### config.mk
export PLATFORM = sky130hd
export DESIGN_NAME = sauria_param_fifo
export DESIGN_NICKNAME = d
export VERILOG_FILES = /design/src/rtl/sauria_pkg.sv /design/src/rtl/sauria_fifo_ptr.sv /design/src/rtl/sauria_param_fifo.sv
export SDC_FILE = /design/constraint.sdc
export NUM_CORES = 1
export LEC_CHECK = 0
export ABC_CLOCK_PERIOD_IN_PS = 4710
export CORE_MARGIN = 3
export CORE_UTILIZATION = 35
export DETAILED_ROUTE_END_ITERATION = 10
export PLACE_DENSITY = 0.52
export SLEW_MARGIN = 20
export SYNTH_ARGS = -nofsm -noshare
export SYNTH_HDL_FRONTEND = slang
export SYNTH_SLANG_ARGS = --single-unit
### constraint.sdc
create_clock -name i_clk -period 4.71 [get_ports i_clk]
set_input_delay 1.1775 -clock i_clk [delete_from_list [all_inputs] [get_ports i_clk]]
set_output_delay 1.1775 -clock i_clk [all_outputs]
set_load 0.03 [all_outputs]
### src/rtl/sauria_pkg.sv
`default_nettype none
// ============================================================================
// Module   : sauria_pkg
// Purpose  : Shared types, constants and helpers for SAURIA datapath FIFOs.
//            fifo_mode_t selects the read mode of sauria_param_fifo.
//            fifo_cnt_w() gives the occupancy/threshold width for a depth.
//            FIFO_POSITIONS_* are the per-path depth sources.
// Revision : 1.0 - initial parametrised FIFO support
// ============================================================================
package sauria_pkg;

  typedef enum logic {
    FIFO_REG  = 1'b0,
    FIFO_FWFT = 1'b1
  } fifo_mode_t;

  // Per-path buffering depths used when instantiating sauria_param_fifo.
  localparam int FIFO_POSITIONS_WEIGHT = 4;
  localparam int FIFO_POSITIONS_IFMAP  = 4;
  localparam int FIFO_POSITIONS_PSUM   = 3;

  // The count must represent 0..depth inclusive, hence depth+1 values.
  function automatic int fifo_cnt_w(input int depth);
    return $clog2(depth + 1);
  endfunction

endpackage
`default_nettype wire

### src/rtl/sauria_fifo_ptr.sv
`default_nettype none
// ============================================================================
// Module   : sauria_fifo_ptr
// Purpose  : FIFO pointer that wraps at DEPTH-1 (works for any DEPTH >= 2,
//            including non-power-of-2 depths).
// Ports    : i_clk  - clock
//            i_rstn - asynchronous active-low reset (pointer -> 0)
//            i_clr  - synchronous clear (pointer -> 0), priority over i_inc
//            i_inc  - advance pointer by one
//            o_ptr  - current pointer value
// Revision : 1.0 - initial release
// ============================================================================
module sauria_fifo_ptr #(
  parameter int DEPTH = 4,
  parameter int PTR_W = $clog2(DEPTH)
) (
  input  logic             i_clk,
  input  logic             i_rstn,
  input  logic             i_clr,
  input  logic             i_inc,
  output logic [PTR_W-1:0] o_ptr
);

  localparam logic [PTR_W-1:0] c_LAST = PTR_W'(DEPTH - 1);
  localparam logic [PTR_W-1:0] c_ONE  = PTR_W'(1);

  logic [PTR_W-1:0] r_ptr;

  always_ff @(posedge i_clk or negedge i_rstn) begin
    if (!i_rstn) begin
      r_ptr <= '0;
    end else if (i_clr) begin
      r_ptr <= '0;
    end else if (i_inc) begin
      r_ptr <= (r_ptr == c_LAST) ? '0 : r_ptr + c_ONE;
    end
  end

  assign o_ptr = r_ptr;

endmodule
`default_nettype wire

### src/rtl/sauria_param_fifo.sv
`default_nettype none
// ============================================================================
// Module   : sauria_param_fifo
// Purpose  : Parametrised synchronous FIFO for SAURIA datapath buffering,
//            with registered or first-word-fall-through read, almost-full
//            threshold, synchronous flush, occupancy count and sticky
//            overflow/underflow flags.
// Ports    : i_clk, i_rstn        - clock, async active-low reset
//            i_flush              - synchronous empty (priority over push/pop)
//            i_clr_err            - clear sticky error flags
//            i_push, i_data       - write request and data
//            i_pop, o_data        - read request and data
//            o_full, o_empty      - status
//            o_count              - occupancy 0..DEPTH
//            i_afull_th, o_afull  - almost-full threshold and flag
//            o_overflow           - sticky: push rejected while full
//            o_underflow          - sticky: pop rejected while empty
// Revision : 1.0 - initial release
// ============================================================================
module sauria_param_fifo
  import sauria_pkg::*;
#(
  parameter int WIDTH = 128,
  parameter int DEPTH = 4,
  parameter int FWFT  = 0,
  parameter int CNT_W = fifo_cnt_w(DEPTH)
) (
  input  logic             i_clk,
  input  logic             i_rstn,
  input  logic             i_flush,
  input  logic             i_clr_err,
  input  logic             i_push,
  input  logic [WIDTH-1:0] i_data,
  input  logic             i_pop,
  output logic [WIDTH-1:0] o_data,
  output logic             o_full,
  output logic             o_empty,
  output logic [CNT_W-1:0] o_count,
  input  logic [CNT_W-1:0] i_afull_th,
  output logic             o_afull,
  output logic             o_overflow,
  output logic             o_underflow
);

  localparam int               c_PTR_W   = $clog2(DEPTH);
  localparam fifo_mode_t       c_MODE    = (FWFT != 0) ? FIFO_FWFT : FIFO_REG;
  localparam logic [CNT_W-1:0] c_CNT_MAX = CNT_W'(DEPTH);
  localparam logic [CNT_W-1:0] c_CNT_ONE = CNT_W'(1);

  logic [WIDTH-1:0]   r_mem [DEPTH];
  logic [CNT_W-1:0]   r_count;
  logic [CNT_W-1:0]   w_count_nxt;
  logic               r_overflow;
  logic               r_underflow;
  logic [c_PTR_W-1:0] w_wr_ptr;
  logic [c_PTR_W-1:0] w_rd_ptr;
  logic               w_full;
  logic               w_empty;
  logic               w_pop_ok;
  logic               w_push_ok;
  logic               w_push_rej;
  logic               w_pop_rej;

  assign w_full  = (r_count == c_CNT_MAX);
  assign w_empty = (r_count == '0);

  // Flush masks both requests, so neither transfers nor raises an error.
  assign w_pop_ok   = i_pop  & ~w_empty & ~i_flush;
  assign w_push_ok  = i_push & (~w_full | w_pop_ok) & ~i_flush;
  assign w_push_rej = i_push & ~i_flush & ~w_push_ok;
  assign w_pop_rej  = i_pop  & ~i_flush & w_empty;

  sauria_fifo_ptr #(.DEPTH(DEPTH), .PTR_W(c_PTR_W)) u_wr_ptr (
    .i_clk  (i_clk),
    .i_rstn (i_rstn),
    .i_clr  (i_flush),
    .i_inc  (w_push_ok),
    .o_ptr  (w_wr_ptr)
  );

  sauria_fifo_ptr #(.DEPTH(DEPTH), .PTR_W(c_PTR_W)) u_rd_ptr (
    .i_clk  (i_clk),
    .i_rstn (i_rstn),
    .i_clr  (i_flush),
    .i_inc  (w_pop_ok),
    .o_ptr  (w_rd_ptr)
  );

  always_comb begin
    w_count_nxt = r_count;
    if (i_flush) begin
      w_count_nxt = '0;
    end else begin
      case ({w_push_ok, w_pop_ok})
        2'b10:   w_count_nxt = r_count + c_CNT_ONE;
        2'b01:   w_count_nxt = r_count - c_CNT_ONE;
        default: w_count_nxt = r_count;
      endcase
    end
  end

  always_ff @(posedge i_clk or negedge i_rstn) begin
    if (!i_rstn) begin
      r_count     <= '0;
      r_overflow  <= 1'b0;
      r_underflow <= 1'b0;
    end else begin
      r_count <= w_count_nxt;
      // A new error in the same cycle as a clear keeps the flag set.
      if (w_push_rej)     r_overflow  <= 1'b1;
      else if (i_clr_err) r_overflow  <= 1'b0;
      if (w_pop_rej)      r_underflow <= 1'b1;
      else if (i_clr_err) r_underflow <= 1'b0;
    end
  end

  // Storage is not reset; validity is tracked by the pointers and count.
  always_ff @(posedge i_clk) begin
    if (w_push_ok) r_mem[w_wr_ptr] <= i_data;
  end

  generate
    if (c_MODE == FIFO_FWFT) begin : g_fwft
      // Head shown combinationally; forced to zero while nothing is valid so
      // the output is deterministic out of reset.
      assign o_data = w_empty ? '0 : r_mem[w_rd_ptr];
    end else begin : g_reg
      logic [WIDTH-1:0] r_dout;
      always_ff @(posedge i_clk or negedge i_rstn) begin
        if (!i_rstn)       r_dout <= '0;
        else if (w_pop_ok) r_dout <= r_mem[w_rd_ptr];
      end
      assign o_data = r_dout;
    end
  endgenerate

  assign o_full      = w_full;
  assign o_empty     = w_empty;
  assign o_count     = r_count;
  // Threshold 0 is always met and any threshold above DEPTH never is, since
  // the count spans exactly 0..DEPTH; a plain compare covers both cases.
  assign o_afull     = (r_count >= i_afull_th);
  assign o_overflow  = r_overflow;
  assign o_underflow = r_underflow;

`ifndef SYNTHESIS
  int w_ptr_diff;
  always_comb begin
    w_ptr_diff = int'(w_wr_ptr) - int'(w_rd_ptr);
    if (w_ptr_diff < 0) w_ptr_diff = w_ptr_diff + DEPTH;
  end

  a_count_matches_ptrs : assert property (@(posedge i_clk) disable iff (!i_rstn)
    (w_full ? (w_wr_ptr == w_rd_ptr) : (int'(r_count) == w_ptr_diff)));
`endif

endmodule
`default_nettype wire

==> summary.log, run 1 <==
qor: run_status.run_status complete, no violations
qor: worst_setup_path.path_class in -> out
qor: timing.timing.final.crit_period 4.09 ns
qor: finish.layout.cell_area.non_filler 30,200 sq um
qor: worst_setup_path.critical_path.startpoint_type input port
qor: power_and_ir_drop.leakage 10.1 nW
qor: drt.vias_per_cell 4.87
qor: floorplan.num_io_pins 273
qor: timing.final.setup.tns 0 ns
qor: timing.final_setup_violation_count 0
qor: finish.final_layout_size_suffix_gt1_share 28.6%
qor: hold_path.holdPathStages 1
qor: drt.drt_iter0_markers 504
qor: synthesis.synth-async-reset-ratio 21.1%
qor: clock_tree.clock_tree.htree_level_count 3
qor: worst_setup_path.critical_path.reg2reg.startpoint o_count[1]$_DFFE_PN0P_
qor: timing.slew_headroom 54.2%
qor: placement.gp_routability_congestion 0.706
qor: worst_setup_path.data_required_critical_path 3.53 ns
qor: synthesis.synth-seq-cells 649
qor: placement.detailed_place_hpwl 30,800 um
qor: synthesis.syn_inst 1,021
qor: worst_setup_path.critical_path.slowest_cell clkdlybuf4s50_1
qor: synthesis.post-synth-top-count-cell edfxtp_1
qor: clock_tree.cts.root.buffer_cell clkbuf_16
qor: power_and_ir_drop.peakVddDrop 338 uV
qor: worst_setup_path.path_max_fanout 1
qor: worst_setup_path.critPathTopFamily buffers and inverters
qor: worst_setup_path.worst-r2r-cell-count 4
qor: global_routing.wire_length_of_the_first_global_routing_pass 78,500 um
qor: floorplan.horizontal_die_dimension 267 um
qor: synthesis.synth.net_count 1,167
qor: hold_path.startpoint_of_the_lowest_slack_hold_path o_data[122]$_DFFE_PN0N_
qor: clock_tree.cts.clk_slew.worst_paths 0.06 ns
qor: clock_tree.post_cts_resized 0
qor: clock_tree.hold_bufs_at_cts 0
qor: finish.multi_input_area 4790 sq um
qor: timing.max_clock_skew 0.0165 ns
qor: floorplan.design.core.area 67,400 sq um
qor: clock_tree.cts_made_buffers 72
qor: worst_setup_path.cp_num_buf_inv 2
qor: drt.vias_after_detailed_routing 11,126
qor: floorplan.chipHeight 267 um
qor: global_routing.first_global_vias 12,318
qor: synthesis.dominantRegCellSynth edfxtp_1
qor: hold_path.hold_path.class reg -> reg
qor: synthesis.netlist_area 23,900 sq um
qor: global_routing.global_route.overflow_total 0
qor: finish.areaGrowthSynthToFinish 26.1%
qor: global_routing.global_route.usage.total 14.9%
qor: worst_setup_path.crit-reg2reg-capture r_mem[0][85]$_DFFE_PP_
qor: finish.nets 1,493
qor: worst_setup_path.critical_path_cell_by_cell clkdlybuf4s50_1, ha_1, nand2b_1, a21o_1, a21o_1, clkdlybuf4s50_1
qor: drt.postRouteWirelength 52,200 um
qor: clock_tree.tritoncts yes
qor: synthesis.synthTopCellsByArea edfxtp_1 64%, dfrtp_1 14%, mux4_2 12%
qor: synthesis.synth-edff-count 512
qor: power_and_ir_drop.power.density_cell_area 546 nW/um^2
qor: drt.detail_route.wl_per_cell 22.9 um
qor: timing.final_hold_viol_count 0
qor: worst_setup_path.internal_reg_to_reg_setup_slack 2.17 ns
qor: finish.sequential_cell_area_in_the_final_layout 18,800 sq um
qor: global_routing.grt_max_degree 84
qor: synthesis.yosys.area.top_type edfxtp_1
qor: floorplan.initial_utilization 35.5%
qor: hold_path.hold_path_end o_data[122]$_DFFE_PN0N_
qor: clock_tree.cts_post_setup_buffers_inserted 0
qor: timing.post-route-period-util 86.8%
qor: placement.dpl-instance-area 27,800 sq um
qor: floorplan.floorplan.rows 95
qor: drt.remaining_drc_errors 0
qor: placement.buffer_ports.inserted 272
qor: synthesis.synth_largest_type_area_fraction 64.3%
qor: global_routing.grt_antenna_before_repair 7
qor: timing.grt_setup_unrepaired no
qor: drt.dr.pass1.iters 5
qor: timing.max_clk_rate 245 MHz
qor: worst_setup_path.critPathCaptureType output port
qor: clock_tree.numClockSinks 649
qor: clock_tree.clock_path_buffers 3
qor: synthesis.seq_area_frac_synth 78.6%
qor: timing.drv_slew 0
qor: run.cap_viol_max_count 0
qor: finish.fill_cells 5,679
qor: clock_tree.clock_latency 0.60 ns
qor: worst_setup_path.critical_path.max_stage_delay 0.58 ns
qor: synthesis.synth.avg_cell_area 23.4 sq um
qor: worst_setup_path.critical_path_data_arrival_time 2.91 ns
qor: timing.worst_slew_pin_slew 0.687 ns
qor: drt.ant_nets 0
qor: synthesis.synth-warning-count 0
qor: synthesis.synth_cell_types 36
qor: synthesis.synth_top_cells_by_count 512 x edfxtp_1, 137 x dfrtp_1, 128 x mux2_2, 128 x mux4_2, 14 x clkbuf_1
qor: floorplan.floorplan.die_area 71,500 sq um
==> layer usage <==
layer  share of wire [%]  up-vias  global-route usage [%]
met5               0.048        -                       0
met4                 1.9        4                    4.36
met3                 5.7       81                    3.98
met2                  50      250                    24.8
met1                  43     5929                    19.3
li1                    -     4862                       -
==> registers in the layout, indices dropped and copies added (netlist names) <==
register	cells
r_mem	512
o_data	128
o_count	3
u_rd_ptr.o_ptr	2
u_wr_ptr.o_ptr	2
o_overflow	1
o_underflow	1
==> worst max-delay path by stage <==
stage	start	depth (start not counted)	end	slack [ns]
after global placement	i_afull_th[0]	6	o_afull	0.61
final	i_afull_th[0]	6	o_afull	0.62
after global routing	o_count[0]$_DFFE_PN0P_	6	o_afull	0.54
after CTS	i_afull_th[0]	6	o_afull	0.62
after detailed placement	i_afull_th[0]	6	o_afull	0.63
after floorplan	i_push	4	r_mem[0][0]$_DFFE_PP_	0.95
==> per-stage QoR <==
| step | setup WS (ns) | util [%] | instances | hold slack [ns] | total power [mW] |
|---|---|---|---|---|---|
| final | 0.621 | 44.8 | 2284 | 0.501 | 16.5 |
| after global routing | 0.537 | 44.8 | 2280 | 0.514 | 17.2 |
| after CTS | 0.616 | 44.8 | 2280 | 0.507 | 16.8 |
| after detailed placement | 0.628 | 41.3 | 2146 | 0.494 | 11.2 |
| after global placement | 0.608 | 41.3 | 2146 | 0.490 | 11.2 |
| after floorplan | 0.955 | - | 1021 | 0.557 | 9.44 |
==> power by group <==
group,switching (mW),internal [mW]
logic,1.98,1.75
clock network,2.23,3.23
registers,0.417,6.88
total,4.63,11.9
==> layout by cell type, fill, tap and decap left out, drive strengths merged <==
master,n
or4,1
nand3,2
clkbuf,102
diode,4
ha,8
nor2,6
o31ai,1
nor3,2
bufinv,4
edfxtp,512
o221ai,1
mux2i,3
fa,1
o211ai,2
mux4,128
nand2b,5
inv,11
nor4b,1
o22ai,1
or4b,1
o21ai,2
dfrtp,137
o41ai,1
clkdlybuf4s50,271
a31oi,1
or3,1
a21o,2
clkinv,25
buf,30
mux2,128
a21oi,4
a311oi,2
xnor2,1
and2,5
o21bai,1
nand2,4
==> cell families (layout without fill, tap and decap cells) <==
logic type	count (synthesis)	count (layout)	synth area share, %
XOR/XNOR	1	1	0.0366
flip-flops	649	649	78.6
other	0	4	0
AO/OA/AOI/OAI	18	18	0.512
multiplexers	259	259	18.2
buffers and inverters	57	443	1.49
adder cells (fa/ha/maj)	9	9	0.502
AND/OR/NAND/NOR	28	28	0.685
==> area by class of cell <==
class,count,share of cell area [%]
Antenna cell,4,0.0332
Clock inverter,32,1.04
Timing Repair Buffer,301,10.3
Inverter,8,0.0995
Sequential cell,649,62.3
Multi-Input combinational cell,315,15.9
Clock buffer,102,6.68
Tap cell,873,3.62
Note: power is estimated with default switching activity, not from simulation.
==> inputs of run 2 (changes only) <==
--- a/config.mk
+++ b/config.mk
@@ -5,11 +5,11 @@
 export SDC_FILE = /design/constraint.sdc
 export NUM_CORES = 1
 export LEC_CHECK = 0
-export ABC_CLOCK_PERIOD_IN_PS = 4710
-export CORE_MARGIN = 3
+export ABC_CLOCK_PERIOD_IN_PS = 4600
 export CORE_UTILIZATION = 35
 export DETAILED_ROUTE_END_ITERATION = 10
-export PLACE_DENSITY = 0.52
+export PLACE_DENSITY = 0.5
+export SETUP_SLACK_MARGIN = 0.5
 export SLEW_MARGIN = 20
 export SYNTH_ARGS = -nofsm -noshare
 export SYNTH_HDL_FRONTEND = slang
==> constraint.sdc (replaced) <==
create_clock -name i_clk -period 4.6 [get_ports i_clk]
set_input_delay 1.15 -clock i_clk [delete_from_list [all_inputs] [get_ports i_clk]]
set_output_delay 1.15 -clock i_clk [all_outputs]
set_load 0.03 [all_outputs]
==> run 2 against run 1 <==
  * Core utilization about the same
  * Via count up 0.69%
  * Final area about the same
  * Critical path type unchanged
  * Largest cell class unchanged
==> summary.log, run 2 (synthesis gave the netlist of run 1 again) <==
qor: run_status.run_status complete, no violations
qor: worst_setup_path.critical_path_data_arrival_time 2.55 ns
qor: timing.max_clk_rate 270 MHz
qor: clock_tree.clock_path_buffers 3
qor: worst_setup_path.worst-r2r-cell-count 4
qor: worst_setup_path.critical_path.slowest_cell clkdlybuf4s50_1
qor: worst_setup_path.critical_path.startpoint_type input port
qor: placement.dpl-instance-area 27,800 sq um
qor: worst_setup_path.critical_path.startpoint i_afull_th[1]
qor: timing.worst_slew_pin_slew 0.804 ns
qor: timing.max_clock_skew 0.0209 ns
qor: worst_setup_path.data_required_critical_path 3.45 ns
qor: finish.sequential_cell_area_in_the_final_layout 18,800 sq um
qor: clock_tree.clock_latency 0.59 ns
qor: power_and_ir_drop.leakage 10.1 nW
qor: finish.diodes 0
qor: run.cap_viol_max_count 0
qor: global_routing.first_global_vias 12,287
qor: finish.final_layout_size_suffix_gt1_share 28.8%
qor: clock_tree.cts.root.buffer_cell clkbuf_16
qor: clock_tree.cts_post_setup_buffers_inserted 0
qor: finish.final_cells 2,274
qor: placement.dp_cells 2,143
qor: worst_setup_path.critical_path.max_stage_delay 0.48 ns
qor: clock_tree.hold_bufs_at_cts 0
qor: clock_tree.tritoncts yes
qor: global_routing.grt_antenna_before_repair 9
qor: worst_setup_path.path_max_fanout 1
qor: worst_setup_path.path_class in -> out
qor: hold_path.startpoint_of_the_lowest_slack_hold_path o_underflow$_DFFE_PN0P_
qor: global_routing.global_route.usage.total 15.2%
qor: floorplan.horizontal_die_dimension 263 um
qor: floorplan.floorplan.rows 95
qor: clock_tree.cts.clk_slew.worst_paths 0.06 ns
qor: drt.postRouteWirelength 52,100 um
qor: worst_setup_path.critPathCaptureType output port
qor: timing.final.setup.tns 0 ns
qor: clock_tree.clock_tree.htree_level_count 3
qor: floorplan.design.core.area 67,400 sq um
qor: timing.worst_hold_slack 0.497 ns
qor: placement.gp_routability_congestion 0.730
qor: finish.fill_cells 5,737
qor: drt.dr.pass1.iters 4
qor: power_and_ir_drop.power.density_cell_area 561 nW/um^2
qor: clock_tree.numClockSinks 649
qor: timing.post-route-period-util 80.5%
qor: finish.flip_flop_count_of_the_largest_register_all_copies_and_words_added 512
qor: global_routing.global_route.overflow_total 0
qor: global_routing.wire_length_of_the_first_global_routing_pass 78,300 um
qor: hold_path.hold_path.class reg -> reg
qor: hold_path.holdPathStages 2
qor: timing.final_setup_violation_count 0
qor: worst_setup_path.critPathMostFrequentCell a21o_1
qor: finish.nets 1,490
qor: floorplan.chipHeight 263 um
qor: floorplan.initial_utilization 35.5%
qor: floorplan.floorplan.die_area 69,400 sq um
qor: finish.largest-register r_mem
qor: finish.areaGrowthSynthToFinish 26.1%
qor: clock_tree.post_cts_resized 1
qor: drt.detail_route.wl_per_cell 22.9 um
qor: drt.vias_after_detailed_routing 11,203
qor: finish.multi_input_area 4790 sq um
qor: finish.mostFrequentLayoutCells 512 x edfxtp_1, 270 x clkdlybuf4s50_1, 135 x dfrtp_1, 128 x mux4_2, 128 x mux2_2
qor: timing.drv_slew 0
qor: timing.slew_headroom 46.4%
qor: worst_setup_path.crit-reg2reg-capture r_mem[3][10]$_DFFE_PP_
qor: placement.detailed_place_hpwl 29,500 um
qor: power_and_ir_drop.peakVddDrop 325 uV
qor: worst_setup_path.critical_path.reg2reg.startpoint o_count[1]$_DFFE_PN0P_
qor: drt.remaining_drc_errors 0
qor: global_routing.grt_max_degree 86
qor: worst_setup_path.internal_reg_to_reg_setup_slack 2.22 ns
qor: finish.layout.cell_area.non_filler 30,200 sq um
qor: floorplan.num_io_pins 273
qor: drt.vias_per_cell 4.93
qor: finish.layout.core_utilization 44.8%
qor: placement.buffer_ports.inserted 272
qor: worst_setup_path.critical_path_cell_by_cell clkdlybuf4s50_1, inv_2, ha_1, a21o_1, a21o_1, dlymetal6s2s_1
qor: drt.drt_iter0_markers 602
qor: timing.final_hold_viol_count 0
qor: finish.layout.cells.most_common edfxtp_1
qor: timing.timing.final.crit_period 3.70 ns
qor: clock_tree.cts_made_buffers 72
qor: drt.ant_nets 0
qor: hold_path.hold_path_end o_underflow$_DFFE_PN0P_
qor: timing.grt_setup_unrepaired no
[run 2: cell count changes in the layout (fill, tap and decap cells not counted), moves of 2 or more]
| cell | before | now |
|---|---|---|
| clkbuf_8 | 8 | 12 |
| clkbuf_1 | 21 | 13 |
| diode_2 | 4 | 0 |
| clkinv_8 | 4 | 1 |
| clkinv_1 | 5 | 7 |
| buf_12 | 14 | 16 |
| buf_4 | 15 | 10 |
[run 2: worst max path at each step]
stage	cells past startpoint	slack, ns	to
floorplan	4	0.87	r_mem[0][0]$_DFFE_PP_
global route	6	0.78	o_afull
CTS	6	0.52	o_afull
global placement	6	0.38	o_afull
detailed placement	6	0.41	o_afull
finish	6	0.90	o_afull
[run 2: layer usage]
metal / up-vias / GRT usage [%] / share of wire, %
met5: - / 0 / 0.20
met4: 18 / 4.62 / 1.7
met3: 77 / 4.81 / 7.0
met2: 257 / 25.2 / 50
met1: 6009 / 19.1 / 42
li1: 4842 / - / -
[run 2: power breakdown]
part / switching [mW] / internal [mW] / total, mW / leakage, nW
Combinational: 2.07 / 1.79 / 3.86 / 2.62
Clock: 2.26 / 3.37 / 5.63 / 1.16
Sequential: 0.382 / 7.05 / 7.43 / 6.29
[run 2: final cells by class]
cell class	count	area share [%]
clock inverters	32	0.916
clock buffers	99	6.84
repair buffers	298	10.3
flip-flops and latches	649	62.3
multi-input cells	315	15.9
inverters	8	0.0995
well taps	873	3.62
[run 2: per-stage QoR]
stage | setup WS (ns) | power, mW
floorplan | 0.872 | 9.67
global placement | 0.378 | 11.4
detailed placement | 0.412 | 11.5
CTS | 0.521 | 17.2
global route | 0.779 | 17.6
finish | 0.896 | 16.9
[run 2: critical path: cells and delay by family]
family | cells | cell delay (ns)
adder cells (fa/ha/maj) | 1 | 0.28
buffers and inverters | 3 | 0.80
AO/OA/AOI/OAI | 2 | 0.32
==> inputs of run 3 (changes only) <==
--- a/config.mk
+++ b/config.mk
@@ -5,10 +5,10 @@
 export SDC_FILE = /design/constraint.sdc
 export NUM_CORES = 1
 export LEC_CHECK = 0
-export ABC_CLOCK_PERIOD_IN_PS = 4600
+export ABC_CLOCK_PERIOD_IN_PS = 3100
 export CORE_UTILIZATION = 35
 export DETAILED_ROUTE_END_ITERATION = 10
-export PLACE_DENSITY = 0.5
+export PLACE_DENSITY = 0.52
 export SETUP_SLACK_MARGIN = 0.5
 export SLEW_MARGIN = 20
 export SYNTH_ARGS = -nofsm -noshare
==> constraint.sdc (replaced) <==
create_clock -name i_clk -period 3.1 [get_ports i_clk]
set_input_delay 0.775 -clock i_clk [delete_from_list [all_inputs] [get_ports i_clk]]
set_output_delay 0.775 -clock i_clk [all_outputs]
set_load 0.03 [all_outputs]
==> run 3 against run 2 <==
  * Final area rose by 0.94%
  * Largest power group unchanged
  * Worst setup slack got worse by 0.44 ns
  * Register-to-register slack got worse by 1.4 ns
  * Worst hold slack got worse by 0.32 ns
  * Highest routed layer unchanged
  * Clock power rose by 50%
  * Critical path type is now reg -> out
  * Critical path depth did not move
  * Via count fell by 0.34%
==> summary.log, run 3 (synthesis gave the netlist of run 1 again) <==
qor: floorplan.horizontal_die_dimension 263 um
qor: placement.buffer_ports.inserted 272
qor: worst_setup_path.crit-reg2reg-capture r_mem[1][19]$_DFFE_PP_
qor: worst_setup_path.internal_reg_to_reg_setup_slack 0.85 ns
qor: drt.detail_route.wl_per_cell 22.7 um
qor: clock_tree.cts_made_buffers 72
qor: timing.drv_slew 0
qor: timing.worst_hold_slack 0.173 ns
qor: finish.largest-register r_mem
qor: placement.gp_routability_congestion 0.701
qor: timing.worst_slew_pin_slew 0.881 ns
qor: clock_tree.tritoncts yes
qor: clock_tree.clock_path_buffers 3
qor: worst_setup_path.critPathCaptureType output port
qor: worst_setup_path.path_max_fanout 2
qor: drt.ant_nets 0
qor: drt.drt_iter0_markers 596
qor: finish.final_layout_size_suffix_gt1_share 29.7%
qor: placement.detailedPlace.worstSlack -0.192 ns
qor: power_and_ir_drop.power_frac_seq 43.6%
qor: global_routing.global_route.usage.total 15.3%
qor: finish.layout.cells.most_common edfxtp_1
qor: clock_tree.cts.clk_slew.worst_paths 0.06 ns
qor: clock_tree.clock_tree.htree_level_count 3
qor: timing.max_clock_skew 0.0199 ns
qor: floorplan.num_io_pins 273
qor: worst_setup_path.data_required_critical_path 2.32 ns
qor: placement.dp_cells 2,157
qor: timing.timing.final.crit_period 2.64 ns
qor: power_and_ir_drop.power.combinational.fraction 23.0%
qor: run_status.run_status complete, no violations
qor: global_routing.global_route.overflow_total 0
qor: run.cap_viol_max_count 0
qor: placement.dpl-instance-area 28,100 sq um
qor: finish.layout.cell_area.non_filler 30,500 sq um
qor: worst_setup_path.critical_path_data_arrival_time 1.87 ns
qor: finish.areaGrowthSynthToFinish 27.3%
qor: drt.postRouteWirelength 52,000 um
qor: timing.final_hold_viol_count 0
qor: power_and_ir_drop.cellInternalPower 18.2 mW
qor: timing.slew_headroom 41.3%
qor: timing.post-route-period-util 85.2%
qor: floorplan.chipHeight 263 um
qor: drt.vias_per_cell 4.87
qor: hold_path.hold_path.class in -> async
qor: clock_tree.hold_bufs_at_cts 0
qor: timing.final.setup.tns 0 ns
qor: worst_setup_path.critical_path.reg2reg.startpoint o_count[0]$_DFFE_PN0P_
qor: power_and_ir_drop.power.switching_fraction 27.9%
qor: timing.final_setup_violation_count 0
qor: floorplan.design.core.area 67,400 sq um
qor: finish.mostFrequentLayoutCells 512 x edfxtp_1, 263 x clkdlybuf4s50_1, 133 x dfrtp_1, 128 x mux4_2, 128 x mux2_2
qor: clock_tree.clock_latency 0.61 ns
qor: worst_setup_path.critical_path.startpoint_type flip-flop
qor: clock_tree.numClockSinks 649
qor: floorplan.initial_utilization 35.5%
qor: finish.nets 1,506
qor: finish.flip_flop_count_of_the_largest_register_all_copies_and_words_added 512
qor: timing.grt_setup_unrepaired yes
qor: timing.max_clk_rate 379 MHz
qor: worst_setup_path.path_class reg -> out
qor: power_and_ir_drop.peakVddDrop 541 uV
qor: global_routing.grt_antenna_before_repair 6
qor: floorplan.floorplan.rows 95
qor: worst_setup_path.worst-r2r-cell-count 7
qor: global_routing.wire_length_of_the_first_global_routing_pass 78,400 um
qor: global_routing.first_global_vias 12,374
qor: global_routing.grt_max_degree 71
qor: drt.dr.pass1.iters 4
qor: drt.remaining_drc_errors 0
qor: power_and_ir_drop.switchingPower 7.04 mW
qor: floorplan.floorplan.die_area 69,400 sq um
qor: timing.fin_ws 0.459 ns
qor: clock_tree.cts.root.buffer_cell clkbuf_16
qor: placement.detailed_place_hpwl 29,800 um
qor: power_and_ir_drop.power.clock.fraction 33.4%
qor: drt.vias_after_detailed_routing 11,165
qor: finish.final_cells 2,293
qor: power_and_ir_drop.power.density_cell_area 829 nW/um^2
qor: power_and_ir_drop.leakage 10.2 nW
qor: finish.fill_cells 5,729
-- run 3: changes by cell type in the layout (fill, tap and decap cells not counted), sizes merged, moves of 2 or more --
cell / previous run / this run
inv: 10 / 12
clkdlybuf4s50: 270 / 263
buf: 27 / 46
clkinv: 25 / 12
clkbuf: 99 / 111
dlygate4sd2: 0 / 4
-- run 3: metrics by stage --
stage / power [mW] / utilization, %
after global placement: 17.0 / 41.6
after global routing: 26.3 / 45.2
final: 25.3 / 45.2
after floorplan: 14.3 / -
after detailed placement: 17.1 / 41.6
after CTS: 25.6 / 45.2
-- run 3: what timing repair did --
action | 4_1_cts | 5_1_grt
pin swaps | 3 | 0
endpoints found under the setup margin | 6 | 4
buffers inserted | 0 | 2
gates resized for setup | 25 | 8
-- run 3: power groups by stage --
stage / combinational (mW) / sequential, mW / clock (mW)
CTS: 5.89 / 11.0 / 8.71
detailed placement: 5.88 / 11.2 / 0
floorplan: 1.55 / 12.8 / 0
finish: 5.80 / 11.0 / 8.44
global placement: 5.85 / 11.2 / 0
global route: 6.09 / 11.2 / 9.03
-- run 3: worst max-delay path by stage --
stage	start	slack [ns]	end	cells past startpoint
3_3_place_gp	i_afull_th[0]	-0.21	o_afull	6
2_1_floorplan	i_pop	0.52	r_mem[0][0]$_DFFE_PP_	4
4_1_cts	o_count[0]$_DFFE_PN0P_	0.40	o_afull	6
3_5_place_dp	i_afull_th[0]	-0.19	o_afull	6
5_1_grt	o_count[0]$_DFFE_PN0P_	0.39	o_afull	6
6_report	o_count[0]$_DFFE_PN0P_	0.46	o_afull	6
-- run 3: per-layer routing --
metal  part of all wire [%]  routed length [um]  track usage, %
met4                    2.1                1110            4.13
met2                     50               26000            25.5
met5                   0.16                  85               0
met3                    5.9                3060            4.60
met1                     42               21700            19.3
-- run 3: cell type report --
type | instances | area (sq um) | share of cell area (%)
inverter | 8 | 30.0 | 0.0986
clock inverter | 22 | 259 | 0.850
sequential | 649 | 18800 | 61.7
antenna | 1 | 2.50 | 0.00821
clock buffer | 111 | 2110 | 6.93
tap | 873 | 1090 | 3.59
multi-input combinational | 315 | 4830 | 15.8
timing repair buffer | 314 | 3330 | 10.9
-- run 3: critical path: stages (launching register included) --
cell and delay, ns:
dfrtp_1 0.38, inv_2 0.11, ha_4 0.21, nand2b_4 0.13
a21o_1 0.14, a21o_1 0.16, buf_6 0.13
